===== src/rtl/booth_multiplier_param_if.sv =====
// Handshake and operand/result bundle for the sequential Booth multiplier.
// The requester drives the master side; the multiplier sits on the slave side.
interface booth_multiplier_param_if #(
   parameter int WIDTH = 8
);
   logic                 start;
   logic                 signed_mode;
   logic [WIDTH-1:0]     multiplicand;
   logic [WIDTH-1:0]     multiplier;
   logic [2*WIDTH-1:0]   product;
   logic                 busy;
   logic                 done;

   modport master (
      output start, signed_mode, multiplicand, multiplier,
      input  product, busy, done
   );

   modport slave (
      input  start, signed_mode, multiplicand, multiplier,
      output product, busy, done
   );
endinterface


===== src/rtl/booth_multiplier_param.sv =====
// Sequential radix-2 / radix-4 Booth multiplier with run-time signed/unsigned select,
// start/busy handshake and a one-cycle done pulse.
module booth_multiplier_param #(
   parameter int WIDTH  = 8,
   parameter int RADIX4 = 1
) (
   input  logic clock,
   input  logic reset,
   booth_multiplier_param_if.slave bus
);
   localparam int E  = WIDTH + 1;
   localparam int M  = (RADIX4 != 0) ? E + (E % 2) : E;
   localparam int HW = E + 2;
   localparam int N  = (RADIX4 != 0) ? M / 2 : E;
   localparam int CW = $clog2(N + 1);
   localparam int PW = 2 * WIDTH;

   typedef enum logic [1:0] {IDLE, RUN, DONE} state_t;

   state_t               state;
   logic signed [HW-1:0] a_ext;
   logic signed [HW-1:0] hi;
   logic        [M-1:0]  lo;
   logic                 lo_m1;
   logic        [CW-1:0] cnt;

   logic signed [HW-1:0] pp;
   logic signed [HW-1:0] hi_sum;
   logic signed [HW-1:0] hi_nx;
   logic        [M-1:0]  lo_nx;
   logic                 lo_m1_nx;

   function automatic logic signed [HW-1:0] extend_a(input logic [WIDTH-1:0] v,
                                                     input logic sm);
      extend_a = {{(HW-WIDTH){sm & v[WIDTH-1]}}, v};
   endfunction

   function automatic logic [M-1:0] extend_b(input logic [WIDTH-1:0] v, input logic sm);
      extend_b = {{(M-WIDTH){sm & v[WIDTH-1]}}, v};
   endfunction

   // The accumulator has two guard bits over the extended operand, so +-2A never overflows.
   function automatic logic signed [HW-1:0] recode(input logic [2:0] c,
                                                   input logic signed [HW-1:0] a);
      logic signed [HW-1:0] two_a;
      two_a  = a <<< 1;
      recode = '0;
      if (RADIX4 != 0) begin
         case (c)
            3'b001, 3'b010: recode = a;
            3'b011:         recode = two_a;
            3'b100:         recode = -two_a;
            3'b101, 3'b110: recode = -a;
            default:        recode = '0;
         endcase
      end else begin
         case (c[1:0])
            2'b01:   recode = a;
            2'b10:   recode = -a;
            default: recode = '0;
         endcase
      end
   endfunction

   always_comb begin
      pp     = recode({lo[1:0], lo_m1}, a_ext);
      hi_sum = hi + pp;
      if (RADIX4 != 0) begin
         hi_nx    = hi_sum >>> 2;
         lo_nx    = {hi_sum[1:0], lo[M-1:2]};
         lo_m1_nx = lo[1];
      end else begin
         hi_nx    = hi_sum >>> 1;
         lo_nx    = {hi_sum[0], lo[M-1:1]};
         lo_m1_nx = lo[0];
      end
   end

   always_ff @(posedge clock) begin
      if (reset) begin
         state       <= IDLE;
         bus.product <= '0;
         bus.busy    <= 1'b0;
         bus.done    <= 1'b0;
         a_ext       <= '0;
         hi          <= '0;
         lo          <= '0;
         lo_m1       <= 1'b0;
         cnt         <= '0;
      end else begin
         bus.done <= 1'b0;
         case (state)
            IDLE: begin
               if (bus.start) begin
                  a_ext    <= extend_a(bus.multiplicand, bus.signed_mode);
                  lo       <= extend_b(bus.multiplier, bus.signed_mode);
                  hi       <= '0;
                  lo_m1    <= 1'b0;
                  cnt      <= '0;
                  bus.busy <= 1'b1;
                  state    <= RUN;
               end
            end
            RUN: begin
               // One extra RUN cycle after the last step publishes the result.
               if (cnt == CW'(N)) begin
                  bus.product <= PW'({hi, lo});
                  bus.busy    <= 1'b0;
                  bus.done    <= 1'b1;
                  state       <= DONE;
               end else begin
                  hi    <= hi_nx;
                  lo    <= lo_nx;
                  lo_m1 <= lo_m1_nx;
                  cnt   <= cnt + CW'(1);
               end
            end
            DONE:    state <= IDLE;
            default: state <= IDLE;
         endcase
      end
   end
endmodule


===== src/flat_wrapper.sv =====
// flat-port wrapper written by rule: the top's interface ports become plain ports
module booth_multiplier_param_flat 
#(
   parameter int WIDTH  = 8,
   parameter int RADIX4 = 1
)
  (clock, reset, bus_start, bus_signed_mode, bus_multiplicand, bus_multiplier, bus_product, bus_busy, bus_done);
  booth_multiplier_param_if #(.WIDTH(WIDTH)) bus_i ();
  input  logic clock;
  input  logic reset;
  input wire logic [$bits(bus_i.start)-1:0] bus_start;
  input wire logic [$bits(bus_i.signed_mode)-1:0] bus_signed_mode;
  input wire logic [$bits(bus_i.multiplicand)-1:0] bus_multiplicand;
  input wire logic [$bits(bus_i.multiplier)-1:0] bus_multiplier;
  output wire logic [$bits(bus_i.product)-1:0] bus_product;
  output wire logic [$bits(bus_i.busy)-1:0] bus_busy;
  output wire logic [$bits(bus_i.done)-1:0] bus_done;
  assign bus_i.start = bus_start;
  assign bus_i.signed_mode = bus_signed_mode;
  assign bus_i.multiplicand = bus_multiplicand;
  assign bus_i.multiplier = bus_multiplier;
  assign bus_product = bus_i.product;
  assign bus_busy = bus_i.busy;
  assign bus_done = bus_i.done;
  booth_multiplier_param #(.WIDTH(WIDTH), .RADIX4(RADIX4)) u_core (.clock(clock), .reset(reset), .bus(bus_i));
endmodule

===== config.mk =====
export PLATFORM = sky130hd
export DESIGN_NAME = booth_multiplier_param_flat
export DESIGN_NICKNAME = d
export VERILOG_FILES = /design/src/rtl/booth_multiplier_param_if.sv /design/src/rtl/booth_multiplier_param.sv /design/src/flat_wrapper.sv
export SDC_FILE = /design/constraint.sdc
export NUM_CORES = 1
export LEC_CHECK = 0
export ABC_AREA = 1
export BUFFER_PORTS_ARGS = -buffer_cell sky130_fd_sc_hd__buf_4
export CAP_MARGIN = 40
export CELL_PAD_IN_SITES_DETAIL_PLACEMENT = 1
export CELL_PAD_IN_SITES_GLOBAL_PLACEMENT = 1
export CORE_MARGIN = 4
export CORE_UTILIZATION = 45
export CTS_CLUSTER_SIZE = 25
export DETAILED_ROUTE_END_ITERATION = 6
export MAX_ROUTING_LAYER = met4
export PLACE_DENSITY_LB_ADDON = 0.05
export SLEW_MARGIN = 5
export SYNTH_ARGS = -nofsm -noshare
export SYNTH_HDL_FRONTEND = slang
export SYNTH_SLANG_ARGS = --single-unit

===== constraint.sdc =====
create_clock -name clock -period 4.02 [get_ports clock]
set_clock_uncertainty 0.05 [all_clocks]
set_input_delay 0.804 -clock clock [delete_from_list [all_inputs] [get_ports clock]]
set_output_delay 0.804 -clock clock [all_outputs]
set_load 0.05 [all_outputs]

# After elaboration in Yosys (flattened, before gate mapping)
# Cells that the tools add are included.
[word_totals] ff_bits=54 inputBits=20 output_inout_bits=18 elab_cells=57
[op_classes] addsub=4 eq_ne=11 n_mux=20 bitwise_logic=3 reduce_logical=10
[ops] operator="11-bit case mux with 4 select lines" n=1
[ops] operator="11-bit two-way mux" n=2
[ops] operator="11-bit case mux with 2 select lines" n=1
[ops] operator="10-bit two-way mux" n=2
[ops] operator="10-bit case mux with 2 select lines" n=1
[ops] operator="3-bit == test, second input constant" n=4
[ops] operator="11-bit adder" n=1
[ops] operator="10-bit negation with 11-bit output" n=1
[ops] operator="9-bit negation with 11-bit output" n=1
[ops] operator="3-bit by 2-bit == test with 1-bit output, second input constant" n=2
[ops] operator="3-bit two-way mux" n=2
[ops] operator="3-bit case mux with 2 select lines" n=1
[ops] operator="2-bit AND reduction" n=3
[ops] operator="3-bit AND reduction" n=2
[ops] operator="2-bit OR reduction" n=3
[ops] operator="1-bit two-way mux" n=5
[ops] operator="2-bit two-way mux" n=2
[ops] operator="2-bit inequality test, second input constant" n=2
[ops] operator="1-bit case mux with 2 select lines" n=2
[ops] operator="2-bit case mux with 2 select lines" n=1
[ops] operator="3-bit by 1-bit adder with 3-bit output, second input constant" n=1
[ops] operator="3-bit by 1-bit == test with 1-bit output, second input constant" n=1
[ops] operator="1-bit bitwise AND" n=2
[ops] operator="2-bit by 1-bit == test with 1-bit output, second input constant" n=1
[ops] operator="4 further kinds" n=4

# Depth between registers and ports, before layout
# Gate-level depths: netlist of the first run.
[depth] word_depth=6 mapped_depth=17 depth_no_buf=17

# Worst setup path after synthesis of the first run
# Ideal clock, no wire load.
[synth_path] path_type="register -> register" startpoint="register u_core.a_ext[0]" endpoint="register u_core.hi[7]" setup_time_ns=0.134 t_arrival_ns=2.352 required_ns=3.836 path_slack_ns=1.484 path_stages_with_launch=16 n_path_buf=0 synth_period_minus_slack_ns=2.536 path_cell_list="dfxtp_1 inv_1 ha_1 nand2_1 nor2_2 nand2_1 xor2_1 a221o_1 ha_1 inv_1 nor3_1 nand3_1 nand4_1 a21oi_1 o21ai_0 a21oi_1"
[synth_via] elab_chain_len=5 elab_cells_between_ends=6 classes_between="add/sub (3); mux (3)"
[synth_rtl] element="start: declaration" line="booth_multiplier_param.sv:21" rtl="logic signed [HW-1:0] a_ext;"
[synth_rtl] element="start signal: assignment" line="booth_multiplier_param.sv:95" rtl="a_ext <= extend_a(bus.multiplicand, bus.signed_mode);"
[synth_rtl] element="10-bit negation with 11-bit output or 9-bit negation with 11-bit output (tied branches)" line="booth_multiplier_param.sv:52, booth_multiplier_param.sv:53"
[synth_rtl] element="11-bit case mux with 4 select lines *" line="booth_multiplier_param.sv:49" rtl="case (c)"
[synth_rtl] element="11-bit adder *" line="booth_multiplier_param.sv:67" rtl="hi_sum = hi + pp;"
[synth_rtl] element="11-bit two-way mux *" line="booth_multiplier_param.sv:106" rtl="if (cnt == CW'(N)) begin"
[synth_rtl] element="11-bit case mux with 2 select lines *" line="booth_multiplier_param.sv:92" rtl="case (state)"
[synth_rtl] element="end signal: assignment" line="booth_multiplier_param.sv:112" rtl="hi <= hi_nx;"
[synth_rtl] element="end: declaration" line="booth_multiplier_param.sv:22" rtl="logic signed [HW-1:0] hi;"
# Mark *: on every way between the ends. The rest lies on a longest branch, timed or not. The select of a mux whose other input is x is not followed.
# A chain may end at the register's enable or synchronous reset.

# Worst setup path in the final report of the first run
[layout_path] startpoint="register u_core.a_ext[0]" endpoint="register u_core.hi[5]"
# The elaborated chain is that of the path after synthesis.

==> results of run 1 <==
[layout make-up]
| class | instances | area (um^2) |
|---|---|---|
| sequential | 52 | 1041 |
| clock inverter | 2 | 16.27 |
| inverter | 49 | 191.4 |
| timing repair buffer | 38 | 305.3 |
| fill | 798 | 2750 |
| clock buffer | 6 | 72.57 |
| multi-input combinational | 277 | 1555 |
| tap | 75 | 93.84 |
[per-layer routing]
layer	vias to the layer above	wire length (um)	track usage (%)	share of wire [%]
met1	1317	3788	30.72	47
met3	7	252	3.387	3.1
met4	0	68	4.881	0.84
met2	38	4022	40.27	49
met5	-	0	-	0
li1	1381	-	-	-
[Yosys cell counts, types with 2 or more instances]
| master | count | area [um^2] |
|---|---|---|
| nand2_1 | 82 | 307.8 |
| o22ai_1 | 7 | 43.79 |
| a22oi_1 | 3 | 22.52 |
| nand2_2 | 3 | 18.77 |
| o21ai_0 | 31 | 155.2 |
| xor2_1 | 5 | 43.79 |
| nand4_1 | 3 | 18.77 |
| a21oi_1 | 39 | 195.2 |
| inv_2 | 8 | 30.03 |
| nand3_2 | 3 | 30.03 |
| inv_1 | 38 | 142.6 |
| dfxtp_1 | 52 | 1041 |
| ha_1 | 13 | 162.7 |
| nand3_1 | 33 | 165.2 |
| nor2_2 | 4 | 25.02 |
| nor2_1 | 15 | 56.30 |
| o21ai_1 | 3 | 15.01 |
| inv_4 | 3 | 18.77 |
| nor2_4 | 3 | 33.78 |
| nor3_1 | 4 | 20.02 |
| o211ai_1 | 2 | 15.01 |
| o2111ai_1 | 2 | 17.52 |
| buf_6 | 3 | 33.78 |
| clkbuf_1 | 4 | 15.01 |
| buf_1 | 2 | 7.510 |
| a31oi_1 | 6 | 37.54 |
[sequential cells by signal, summed over array words and instances (netlist names)]
| signal | count |
|---|---|
| u_core.a_ext | 9 |
| u_core.bus.busy | 1 |
| u_core.bus.done | 1 |
| u_core.bus.product | 16 |
| u_core.cnt | 3 |
| u_core.hi | 9 |
| u_core.lo | 10 |
| u_core.lo_m1 | 1 |
| u_core.state | 2 |
[report_power, final]
group / switching (mW) / leakage, nW / internal [mW]
Combinational: 0.140 / 0.963 / 0.0750
Clock: 0.181 / 0.0414 / 0.124
Sequential: 0.0214 / 0.424 / 0.538
[metrics by stage]
step | total power [mW] | utilization, %
after floorplan | 0.7220 | -
after global placement | 0.7746 | 52.43
after detailed placement | 0.7843 | 52.89
after CTS | 1.088 | 54.36
after global routing | 1.135 | 54.36
final | 1.080 | 54.36
[worst min-delay path, cell delays in order (launching register included)]
cell,delay (ps)
dfxtp_1,340
nand2_1,60
nand2_1,40
[cell families (layout without fill, tap and decap cells)]
group,count (synthesis),count (layout),synth area share (%)
fa+ha+maj,14,14,6.395
flops,52,52,36.44
compound gates,99,99,19.58
xor+xnor,6,6,1.840
simple gates,158,158,26.63
buf+inv,60,95,9.111
[final timing paths]
kind | slack, ps | from | endpoint
max | 1110 | u_core.a_ext[0]$_SDFFE_PP0P_ | u_core.hi[5]$_SDFFE_PP0P_
min | 420 | u_core.lo[4]$_SDFFE_PP0P_ | u_core.bus.product[4]$_SDFFE_PP0P_
max reg2reg | 1110 | u_core.a_ext[0]$_SDFFE_PP0P_ | u_core.hi[5]$_SDFFE_PP0P_
min reg2reg | 420 | u_core.lo[4]$_SDFFE_PP0P_ | u_core.bus.product[4]$_SDFFE_PP0P_
==> summary.txt, run 1 <==
Setup path
  • Critical path class: reg2reg
  • Critical-path maximum fanout: 5
  • CP delay by family, top: compound AO/OA/AOI/OAI gates
  • Data required time of the critical path: around 4200 ps
  • CP most frequent cell: a21oi_1
  • Slowest stage delay, CP: 350 ps
  • Setup crit end kind: flip-flop
  • R2r worst-path depth: 16
  • Arrival time of the worst setup path: 3100 ps
  • Crit-path slowest cell: ha_1
  • CP Depth: 16
  • CP Cell Sequence: inv_1 -> ha_1 -> nand2_1 -> nor2_2 -> xor2_1 -> inv_1 -> a21oi_1 -> o21ai_0 -> ha_1 -> a21oi_1 -> o21ai_0 -> a21oi_1 -> o21ai_0 -> nand2_1 -> nand3_1 -> a21oi_1
  • Crit start category: flip-flop
  • WP buf/inv: 2

Finish
  • Commonest non-fill, non-tap cells in the layout: 82 x nand2_1, 52 x dfxtp_1, 39 x a21oi_1
  • Commonest non-fill, non-tap cell in the layout: nand2_1
  • Final cell count without fillers: 499
  • Fin nets: 457
  • Fin area: 3276 um^2
  • Diode count: 0
  • Layout area overhead: 14.67%
  • Share of cells above drive strength 1: between 10% and 20%

Synth
  • Yosys warnings: 0
  • Fraction of registers with async set/reset: 0%
  • Synthesized net count: around 420
  • Synth Instances: 389
  • Post-synth EDFFs: 0
  • Top_reg_cell synth: dfxtp_1
  • Syn_area_per_cell: between 7 and 8 um^2
  • Sequential fraction of the synthesis area: between 30% and 40%
  • Synth unique cells: 44
  • Post-synthesis register bit count: 52
  • Syn Std Cell Area: 2856 um^2

Timing
  • Final Hold Viols: 0
  • Unrepaired setup endpoints after global routing: false
  • Rel. slew slack: roughly three fifths
  • Maximum clock rate: 0.3439 GHz
  • Final Cycle Share: 72.33%
  • Worst setup margin: approximately 1100 ps
  • Final setup fails: 0
  • Max Slew Vio Count: 0
  • Hold slack: 424.4 ps
  • Worst-margin pin slew: 570.3 ps
  • Setup_tns: 0 ps
  • Min Clock Period, post-route: 2908 ps

Floorplanning
  • I/O Pins: 38
  • Die H: 87.67 um
  • Core footprint: 6026 um^2
  • Row cnt: 28
  • Starting Density: 47.40%
  • Die area: 7686 um^2
  • Die Wd: approximately 88 um

CTS
  • Post_cts resized: 0
  • Worst-path clk slew: 100 ps
  • Buffers inserted by post-CTS timing repair: 0
  • Root Buffer: clkbuf_8
  • TritonCTS clock tree: built
  • Maximum clock insertion buffer count: 2
  • Post-CTS Hold Buffers: 0
  • Clk sink count: 52
  • TritonCTS buffer count: 5
  • CTS H-tree lvls: 2
  • Worst skew pair latency: 310 ps

Global routing
  • Vias in the first global route: 2981
  • Largest net degree at the start of global routing: 22
  • Antenna violations before repair: 0
  • GRT Total Usage: 23.97%
  • Remaining global-route overflow: 0
  • First-pass GRT wire length: roughly 14000 um

Power
  • Cell leakage power: 1.428 nW
  • Worst vdd ir: 0.0002043 V
  • PD cells: 329.6 nW/um^2

Place
  • Number of port buffers: 37
  • Setup WS pre-CTS: about 1200 ps
  • HPWL after detailed placement: about 6200 um
  • Final GP Congestion: 1.017
  • Post-Place Cells: 491
  • Placed cell areas: 3187 um^2

Routing
  • Final WL: 8131 um
  • Via density: between 5 and 6
  • DRT antenna net count: 0
  • First DRT Iteration DRCs: 94
  • Vias: 2743
  • DRC Markers: 0
  • Routed WL per cell: 16.29 um
  • 1st-pass router iterations: 4

Outcome
  • Status: completed

Worst hold path
  • Worst hold path type: reg2reg
  • Cell depth of the worst hold path: 2

Run
  • Max Cap Viol: 0
(Power assumes the default switching activity.)
==> run 2, diff against run 1 <==
ABC_AREA = 0   (was 1)
CORE_UTILIZATION = 39   (was 45)
clock period = 2.6 ns   (was 4.02 ns; I/O delays follow)
==> run 2 against run 1 <==
  * The flow now finishes with violations (setup timing)
  * Global-route usage fell by 0.29 points
  * Non-clock buffer count is 84 higher
  * Die area grew 14%
  * Core utilization increased by 7.8 points
  * Sequential cell count is the same
  * Worst hold slack got worse by 38 ps
  * Highest routed layer unchanged
==> summary.txt, run 2 <==
Outcome
  • Status: finished, violations left (was completed)
  • Failing checks: setup timing

Routing
  • Routed WL per cell: 18.37 um (was 16.29 um)
  • Via density: 5.580 (was 5.497)
  • 1st-pass router iterations: 5 (was 4)
  • DRT antenna net count: 0 (unchanged)
  • Final WL: 10070 um (was 8131 um)
  • Vias: 3058 (was 2743)
  • First DRT Iteration DRCs: 63 (was 94)
  • DRC Markers: 0 (unchanged)

Worst hold path
  • Worst hold path type: in2reg (was reg2reg)

Finish
  • Share of cells above drive strength 1: 41.59% (was 18.16%)
  • Max reg flops: 16 (unchanged)
  • Biggest regs: u_core.bus.product (16), u_core.lo (10) (unchanged)
  • Commonest non-fill, non-tap cell in the layout: buf_4 (was nand2_1)
  • Final cell count without fillers: 548 (was 499)
  • Core Util, Final: 62.16% (was 54.36%)
  • Commonest non-fill, non-tap cells in the layout: 112 x buf_4, 48 x dfxtp_1, 47 x nand2_1 (was 82 x nand2_1, 52 x dfxtp_1, 39 x a21oi_1)
  • Diode count: 0 (unchanged)
  • Biggest register: u_core.bus.product (unchanged)
  • Layout area overhead: 51.72% (was 14.67%)
  • Fin nets: 485 (was 457)

Setup path
  • Critical-path maximum fanout: 5 (unchanged)
  • CP Cell Sequence: buf_6 -> or4_4 -> nor2_1 -> a22o_1 -> nand2_1 -> a32o_1 -> ha_1 -> a21oi_1 -> nand2_1 -> a41oi_2 -> nand3_2 -> a31o_2 -> a21o_1 (was inv_1 -> ha_1 -> nand2_1 -> nor2_2 -> xor2_1 -> inv_1 -> a21oi_1 -> o21ai_0 -> ha_1 -> a21oi_1 -> o21ai_0 -> a21oi_1 -> o21ai_0 -> nand2_1 -> nand3_1 -> a21oi_1)
  • Data required time of the critical path: 2780 ps (was 4220 ps)
  • Critical path class: reg2reg (unchanged)
  • Reg-to-reg startpoint: u_core.a_ext[1]$_SDFFE_PP0P_ (was u_core.a_ext[0]$_SDFFE_PP0P_)
  • R2r worst-path depth: 13 (was 16)
  • Setup crit end kind: flip-flop (unchanged)
  • Crit start category: flip-flop (unchanged)
  • CP most frequent cell: nand2_1 (was a21oi_1)
  • Arrival time of the worst setup path: 3450 ps (was 3100 ps)
  • RR Endpoint: u_core.hi[9]$_SDFFE_PP0P_ (was u_core.hi[5]$_SDFFE_PP0P_)
  • Critical path destination: u_core.hi[9]$_SDFFE_PP0P_ (was u_core.hi[5]$_SDFFE_PP0P_)
  • Slowest stage delay, CP: 530 ps (was 350 ps)
  • Critical path startpoint: u_core.a_ext[1]$_SDFFE_PP0P_ (was u_core.a_ext[0]$_SDFFE_PP0P_)
  • Crit-path slowest cell: or4_4 (was ha_1)
  • Reg-to-reg slack, setup: -680 ps (was 1110 ps)

Place
  • Number of port buffers: 37 (unchanged)
  • Final GP Congestion: 0.9210 (was 1.017)
  • Setup WS pre-CTS: -705.8 ps (was 1157 ps)
  • Post-Place Cells: 531 (was 491)
  • HPWL after detailed placement: 7026 um (was 6241 um)

Global routing
  • Largest net degree at the start of global routing: 34 (was 22)
  • Antenna violations before repair: 0 (unchanged)
  • Remaining global-route overflow: 0 (unchanged)
  • GRT Total Usage: 23.68% (was 23.97%)
  • Vias in the first global route: 3080 (was 2981)
  • First-pass GRT wire length: 15790 um (was 14150 um)

CTS
  • Post-CTS Hold Buffers: 0 (unchanged)
  • Clk sink count: 52 (unchanged)
  • TritonCTS buffer count: 5 (unchanged)
  • Worst-path clk slew: 100 ps (about the same)
  • Worst skew pair latency: 320 ps (was 310 ps)
  • Maximum clock insertion buffer count: 2 (unchanged)
  • Root Buffer: clkbuf_8 (unchanged)
  • TritonCTS clock tree: built (unchanged)
  • CTS H-tree lvls: 2 (unchanged)

Synth
  • Synth top cells by count: 52 x dfxtp_1, 50 x nand2_1, 34 x nor2_1, 30 x a21oi_1, 22 x a22o_1 (was 82 x nand2_1, 52 x dfxtp_1, 39 x a21oi_1, 38 x inv_1, 33 x nand3_1)
  • Yosys warnings: 0 (unchanged)
  • Synth Instances: 345 (was 389)
  • XOR/XNOR Fraction of Synth Area: 4.925% (was 1.840%)
  • Fraction of registers with async set/reset: 0% (unchanged)
  • Synth Area in Compound Gates: 28.72% (was 19.58%)
  • Yosys top cell area share: 36.59% (was 36.44%)
  • Synth Area in Simple Gates: 18.29% (was 26.63%)
  • Post-synthesis adder-cell area fraction: 6.420% (was 6.395%)
  • Synth unique cells: 50 (was 44)
  • Post-synthesis mux area share: 0.3518% (was 0%)
  • Post-synth EDFFs: 0 (unchanged)
  • Most frequent cell after synthesis: dfxtp_1 (was nand2_1)
  • Syn_area_per_cell: 8.247 um^2 (was 7.343 um^2)
  • Synthesized net count: 379 (was 423)
  • Syn Std Cell Area: 2845 um^2 (was 2856 um^2)
  • Biggest area consumer among synthesized cells: dfxtp_1 (unchanged)
  • Top_reg_cell synth: dfxtp_1 (unchanged)
  • Largest family of logic cells by synthesized area: compound AO/OA/AOI/OAI gates (was simple AND/OR/NAND/NOR gates)
  • Ranking of synthesized cells by area: dfxtp_1 37%, a22o_1 6.8%, nand2_1 6.6% (was dfxtp_1 36%, nand2_1 11%, a21oi_1 6.8%)
  • Post-synthesis register bit count: 52 (unchanged)
  • Sequential fraction of the synthesis area: 36.59% (was 36.44%)

Floorplanning
  • Die area: 8726 um^2 (was 7686 um^2)
  • Row cnt: 30 (was 28)
  • Starting Density: 40.97% (was 47.40%)
  • I/O Pins: 38 (unchanged)
  • Core footprint: 6944 um^2 (was 6026 um^2)
  • Die Wd: 93.42 um (was 87.67 um)
  • Die H: 93.42 um (was 87.67 um)

Timing
  • Rel. slew slack: 49.61% (was 61.89%)
  • Max Slew Vio Count: 0 (unchanged)
  • Unrepaired setup endpoints after global routing: true (was false)
  • Setup_tns: -2800 ps (was 0 ps)
  • Maximum clock rate: 0.3052 GHz (was 0.3439 GHz)
  • Worst-margin pin slew: 752.3 ps (was 570.3 ps)
  • Min Clock Period, post-route: 3277 ps (was 2908 ps)
  • Final Hold Viols: 0 (unchanged)
  • Worst setup margin: -676.9 ps (was 1112 ps)
  • Final Cycle Share: 126.0% (was 72.33%)
  • Final setup fails: 7 (was 0)

Run
  • Max Cap Viol: 0 (unchanged)

Power
  • Overall power: 2.054 mW (was 1.080 mW)
  • PD cells: 475.8 nW/um^2 (was 329.6 nW/um^2)
  • Cell leakage power: 1.880 nW (was 1.428 nW)
  • Worst vdd ir: 0.0004003 V (was 0.0002043 V)
run 2: cell count changes after synthesis, sizes merged, moves of 6 or more:
cell / previous run / this run
clkbuf: 4 / 19
a21oi: 40 / 30
a22o: 0 / 22
nand2: 86 / 50
nand2b: 0 / 6
nand3: 37 / 6
o22ai: 7 / 0
nor2: 23 / 34
o21ai: 34 / 7
xnor2: 1 / 10
inv: 49 / 10
run 2: power by group:
group / leakage, nW / internal, mW / switching (mW)
sequential: 0.425 / 0.829 / 0.0393
clock: 0.0600 / 0.292 / 0.292
combinational: 1.39 / 0.290 / 0.310
total: 1.88 / 1.41 / 0.642
run 2: routing by layer:
metal	track usage [%]	part of all wire, %	vias to the layer above
met5	-	0	-
met1	28.85	44	1522
li1	-	-	1455
met2	40.44	51	63
met4	6.716	1.8	0
met3	3.781	3.2	18
run 2: cell families after synthesis:
| family | after synthesis |
|---|---|
| DFF | 52 |
| xor gates and xnor gates | 16 |
| AOI/OAI and AO/OA | 111 |
| muxes | 1 |
| and+or+nand+nor | 118 |
| adders and majority gates | 14 |
| buffers and inverters | 33 |
run 2: worst min-delay path by stage:
stage               slack [ps]                            to                    startpoint  depth (start not counted)
floorplan                  400     u_core.lo[2]$_SDFFE_PP0P_     u_core.lo[2]$_SDFFE_PP0P_                          2
global placement           400  u_core.bus.busy$_SDFFE_PP0P_  u_core.bus.busy$_SDFFE_PP0P_                          1
detailed placement         410  u_core.bus.busy$_SDFFE_PP0P_  u_core.bus.busy$_SDFFE_PP0P_                          1
CTS                        380  u_core.a_ext[2]$_SDFFE_PP0P_           bus_multiplicand[2]                          3
global route               390  u_core.a_ext[2]$_SDFFE_PP0P_           bus_multiplicand[2]                          3
finish                     390  u_core.a_ext[2]$_SDFFE_PP0P_           bus_multiplicand[2]                          3
run 2: area by class of cell:
class	instances	area, um^2
tap	96	120.1
fill	820	2628
timing repair buffer	122	962.2
clock inverter	3	46.29
clock buffer	5	68.82
multi-input combinational	260	2036
inverter	10	37.54
sequential	52	1046
run 2: critical path, delay by kind of cell, from the launching register on:
kind / cells / cell delay [ps]
AOI/OAI and AO/OA: 6 / 1250
and+or+nand+nor: 5 / 1060
adders and majority gates: 1 / 370
DFF: 1 / 340
buffers and inverters: 1 / 110
run 2: stage by stage:
| step | cell area, um^2 | hold slack (ps) |
|---|---|---|
| final | 4317 | 386.4 |
| after detailed placement | 3835 | 406.4 |
| after global placement | 3835 | 398.6 |
| after global routing | 4317 | 385.3 |
| after floorplan | 2958 | 398.7 |
| after CTS | 4194 | 384.7 |
run 2: timing repair:
item,4_1_cts,5_1_grt
resized for setup,36,19
pin swaps,30,15
endpoints found under the setup margin,9,8
setup buffers,8,4
==> run 3, diff against run 2 <==
ABC_AREA = unset   (was 0)
PLACE_DENSITY = 0.82   (was unset)
PLACE_DENSITY_LB_ADDON = unset   (was 0.05)
==> run 3 against run 2 <==
  * The flow still finishes with violations (setup timing)
  * Combinational power up 1%
  * Maximum frequency is 5.2% lower
  * Sequential power about the same
  * Global-route usage increased by 1.4 points
  * Critical path depth grew 2
  * Sequential cell count unchanged
  * Worst hold slack gained 9.0 ps
  * Non-clock buffer count decreased by 2
  * Largest power group unchanged
  * Final cell count fell by 0.36%
  * Via count is 0.26% higher
  * Power shrank 4.4%
  * Design area shrank 1.6%
==> summary.txt, run 3 (same netlist as run 2, synthesis figures left out) <==
Outcome
  • Status: finished, violations left (unchanged)
  • Failing checks: setup timing (unchanged)

Setup path
  • Critical path startpoint: u_core.a_ext[1]$_SDFFE_PP0P_ (unchanged)
  • RR Endpoint: u_core.hi[9]$_SDFFE_PP0P_ (unchanged)
  • R2r worst-path depth: 15 (was 13)
  • Reg-to-reg slack, setup: -860 ps (was -680 ps)
  • Critical-path maximum fanout: 5 (unchanged)
  • Crit start category: flip-flop (unchanged)
  • Data required time of the critical path: 2810 ps (was 2780 ps)
  • Reg-to-reg startpoint: u_core.a_ext[1]$_SDFFE_PP0P_ (unchanged)
  • Setup crit end kind: flip-flop (unchanged)
  • Arrival time of the worst setup path: 3660 ps (was 3450 ps)
  • Critical path destination: u_core.hi[9]$_SDFFE_PP0P_ (unchanged)
  • Critical path class: reg2reg (unchanged)

Timing
  • Min Clock Period, post-route: 3455 ps (was 3277 ps)
  • Rel. slew slack: 62.39% (was 49.61%)
  • Worst setup margin: -855.5 ps (was -676.9 ps)
  • Final Cycle Share: 132.9% (was 126.0%)
  • Unrepaired setup endpoints after global routing: true (unchanged)
  • Worst-margin pin slew: 562.1 ps (was 752.3 ps)
  • Final Hold Viols: 0 (unchanged)
  • Maximum clock rate: 0.2894 GHz (was 0.3052 GHz)
  • Hold slack: 395.4 ps (was 386.4 ps)
  • Final setup fails: 8 (was 7)
  • Max Slew Vio Count: 0 (unchanged)

Run
  • Max Cap Viol: 0 (unchanged)

CTS
  • TritonCTS buffer count: 5 (unchanged)
  • Post-CTS Hold Buffers: 0 (unchanged)
  • Root Buffer: clkbuf_8 (unchanged)
  • Worst-path clk slew: 100 ps (about the same)
  • TritonCTS clock tree: built (unchanged)
  • Clk sink count: 52 (unchanged)
  • Worst skew pair latency: 310 ps (was 320 ps)
  • Maximum clock insertion buffer count: 2 (unchanged)
  • CTS H-tree lvls: 2 (unchanged)

Finish
  • Layout area overhead: 49.30% (was 51.72%)
  • Biggest regs: u_core.bus.product (16), u_core.lo (10) (unchanged)
  • Commonest non-fill, non-tap cell in the layout: buf_4 (unchanged)
  • Diode count: 0 (unchanged)
  • Final cell count without fillers: 546 (was 548)
  • Fin nets: 483 (was 485)
  • Biggest register: u_core.bus.product (unchanged)
  • Share of cells above drive strength 1: 41.11% (was 41.59%)
  • Commonest non-fill, non-tap cells in the layout: 112 x buf_4, 49 x dfxtp_1, 47 x nand2_1 (was 112 x buf_4, 48 x dfxtp_1, 47 x nand2_1)
  • Max reg flops: 16 (unchanged)

Floorplanning
  • I/O Pins: 38 (unchanged)
  • Die Wd: 93.42 um (unchanged)
  • Die H: 93.42 um (unchanged)
  • Core footprint: 6944 um^2 (unchanged)
  • Starting Density: 40.97% (unchanged)
  • Row cnt: 30 (unchanged)
  • Die area: 8726 um^2 (unchanged)

Place
  • Number of port buffers: 37 (unchanged)
  • Setup WS pre-CTS: -793.1 ps (was -705.8 ps)
  • Final GP Congestion: 0.8984 (was 0.9210)
  • HPWL after detailed placement: 7327 um (was 7026 um)
  • Post-Place Cells: 528 (was 531)

Worst hold path
  • Hold wc startpoint: bus_multiplicand[0] (was bus_multiplicand[2])
  • Worst hold path type: in2reg (unchanged)

Global routing
  • Vias in the first global route: 3374 (was 3080)
  • Remaining global-route overflow: 0 (unchanged)
  • GRT Total Usage: 25.10% (was 23.68%)
  • First-pass GRT wire length: 16790 um (was 15790 um)
  • Largest net degree at the start of global routing: 34 (unchanged)
  • Antenna violations before repair: 0 (unchanged)

Routing
  • Vias: 3066 (was 3058)
  • DRT antenna net count: 0 (unchanged)
  • DRC Markers: 0 (unchanged)
  • Final WL: 11000 um (was 10070 um)
  • Via density: 5.615 (was 5.580)
  • 1st-pass router iterations: 4 (was 5)
  • Routed WL per cell: 20.14 um (was 18.37 um)
  • First DRT Iteration DRCs: 128 (was 63)

Power
  • Worst vdd ir: 0.0003431 V (was 0.0004003 V)
  • PD cells: 462.2 nW/um^2 (was 475.8 nW/um^2)
  • Cell leakage power: 1.869 nW (was 1.880 nW)
[run 3: how the worst min path moves through the flow]
stage	end	slack (ps)	depth (start not counted)
global route	u_core.a_ext[4]$_SDFFE_PP0P_	380	3
finish	u_core.a_ext[0]$_SDFFE_PP0P_	400	3
CTS	u_core.a_ext[0]$_SDFFE_PP0P_	390	3
detailed placement	u_core.bus.busy$_SDFFE_PP0P_	410	1
global placement	u_core.bus.busy$_SDFFE_PP0P_	410	1
floorplan	u_core.lo[2]$_SDFFE_PP0P_	400	2
[run 3: worst max-delay path, cell delays in order, from the launching register on]
cell	delay, ps
dfxtp_2	350
inv_2	70
ha_4	130
or4b_4	520
o21a_1	230
nor3_2	270
a21oi_2	80
a2bb2oi_2	150
a22oi_1	230
ha_1	240
inv_2	70
nor2_2	140
nand4_1	160
a21o_1	260
a2111oi_4	340
a21o_1	110
[run 3: report_power, final]
part | total [mW] | switching [mW] | internal (mW)
clock | 0.483 | 0.291 | 0.192
sequential | 0.870 | 0.0425 | 0.828
combinational | 0.610 | 0.324 | 0.286
total | 1.96 | 0.657 | 1.31
[run 3: repair_timing]
action	in CTS	in global routing
endpoints found under the setup margin	9	9
pin swaps	14	25
gates resized for setup	20	36
gates cloned	0	0
buffers inserted	6	6
[run 3: per-layer routing]
layer | GRT usage (%) | share of wire, % | up-vias
met5 | - | 0 | -
met4 | 7.570 | 2.2 | 0
met3 | 4.183 | 2.3 | 18
met2 | 44.31 | 54 | 49
met1 | 29.09 | 42 | 1544
li1 | - | - | 1455
[run 3: area by class of cell]
cell class,instances,area (um^2)
clock buffers,5,68.82
clock inverters,3,21.27
fillers,825,2696
inverters,10,40.04
multi-input cells,260,2017
flip-flops and latches,52,1050
well taps,96,120.1
repair buffers,120,930.9
[run 3: stage by stage]
step | util [%] | total power, mW | instance area, um^2 | setup TNS (ps)
floorplan | - | 1.157 | 2958 | -1131
global placement | 54.72 | 1.348 | 3800 | -2746
detailed placement | 54.72 | 1.375 | 3800 | -3453
CTS | 57.98 | 1.887 | 4026 | -3211
global route | 61.17 | 2.057 | 4248 | -4701
finish | 61.17 | 1.963 | 4248 | -3966
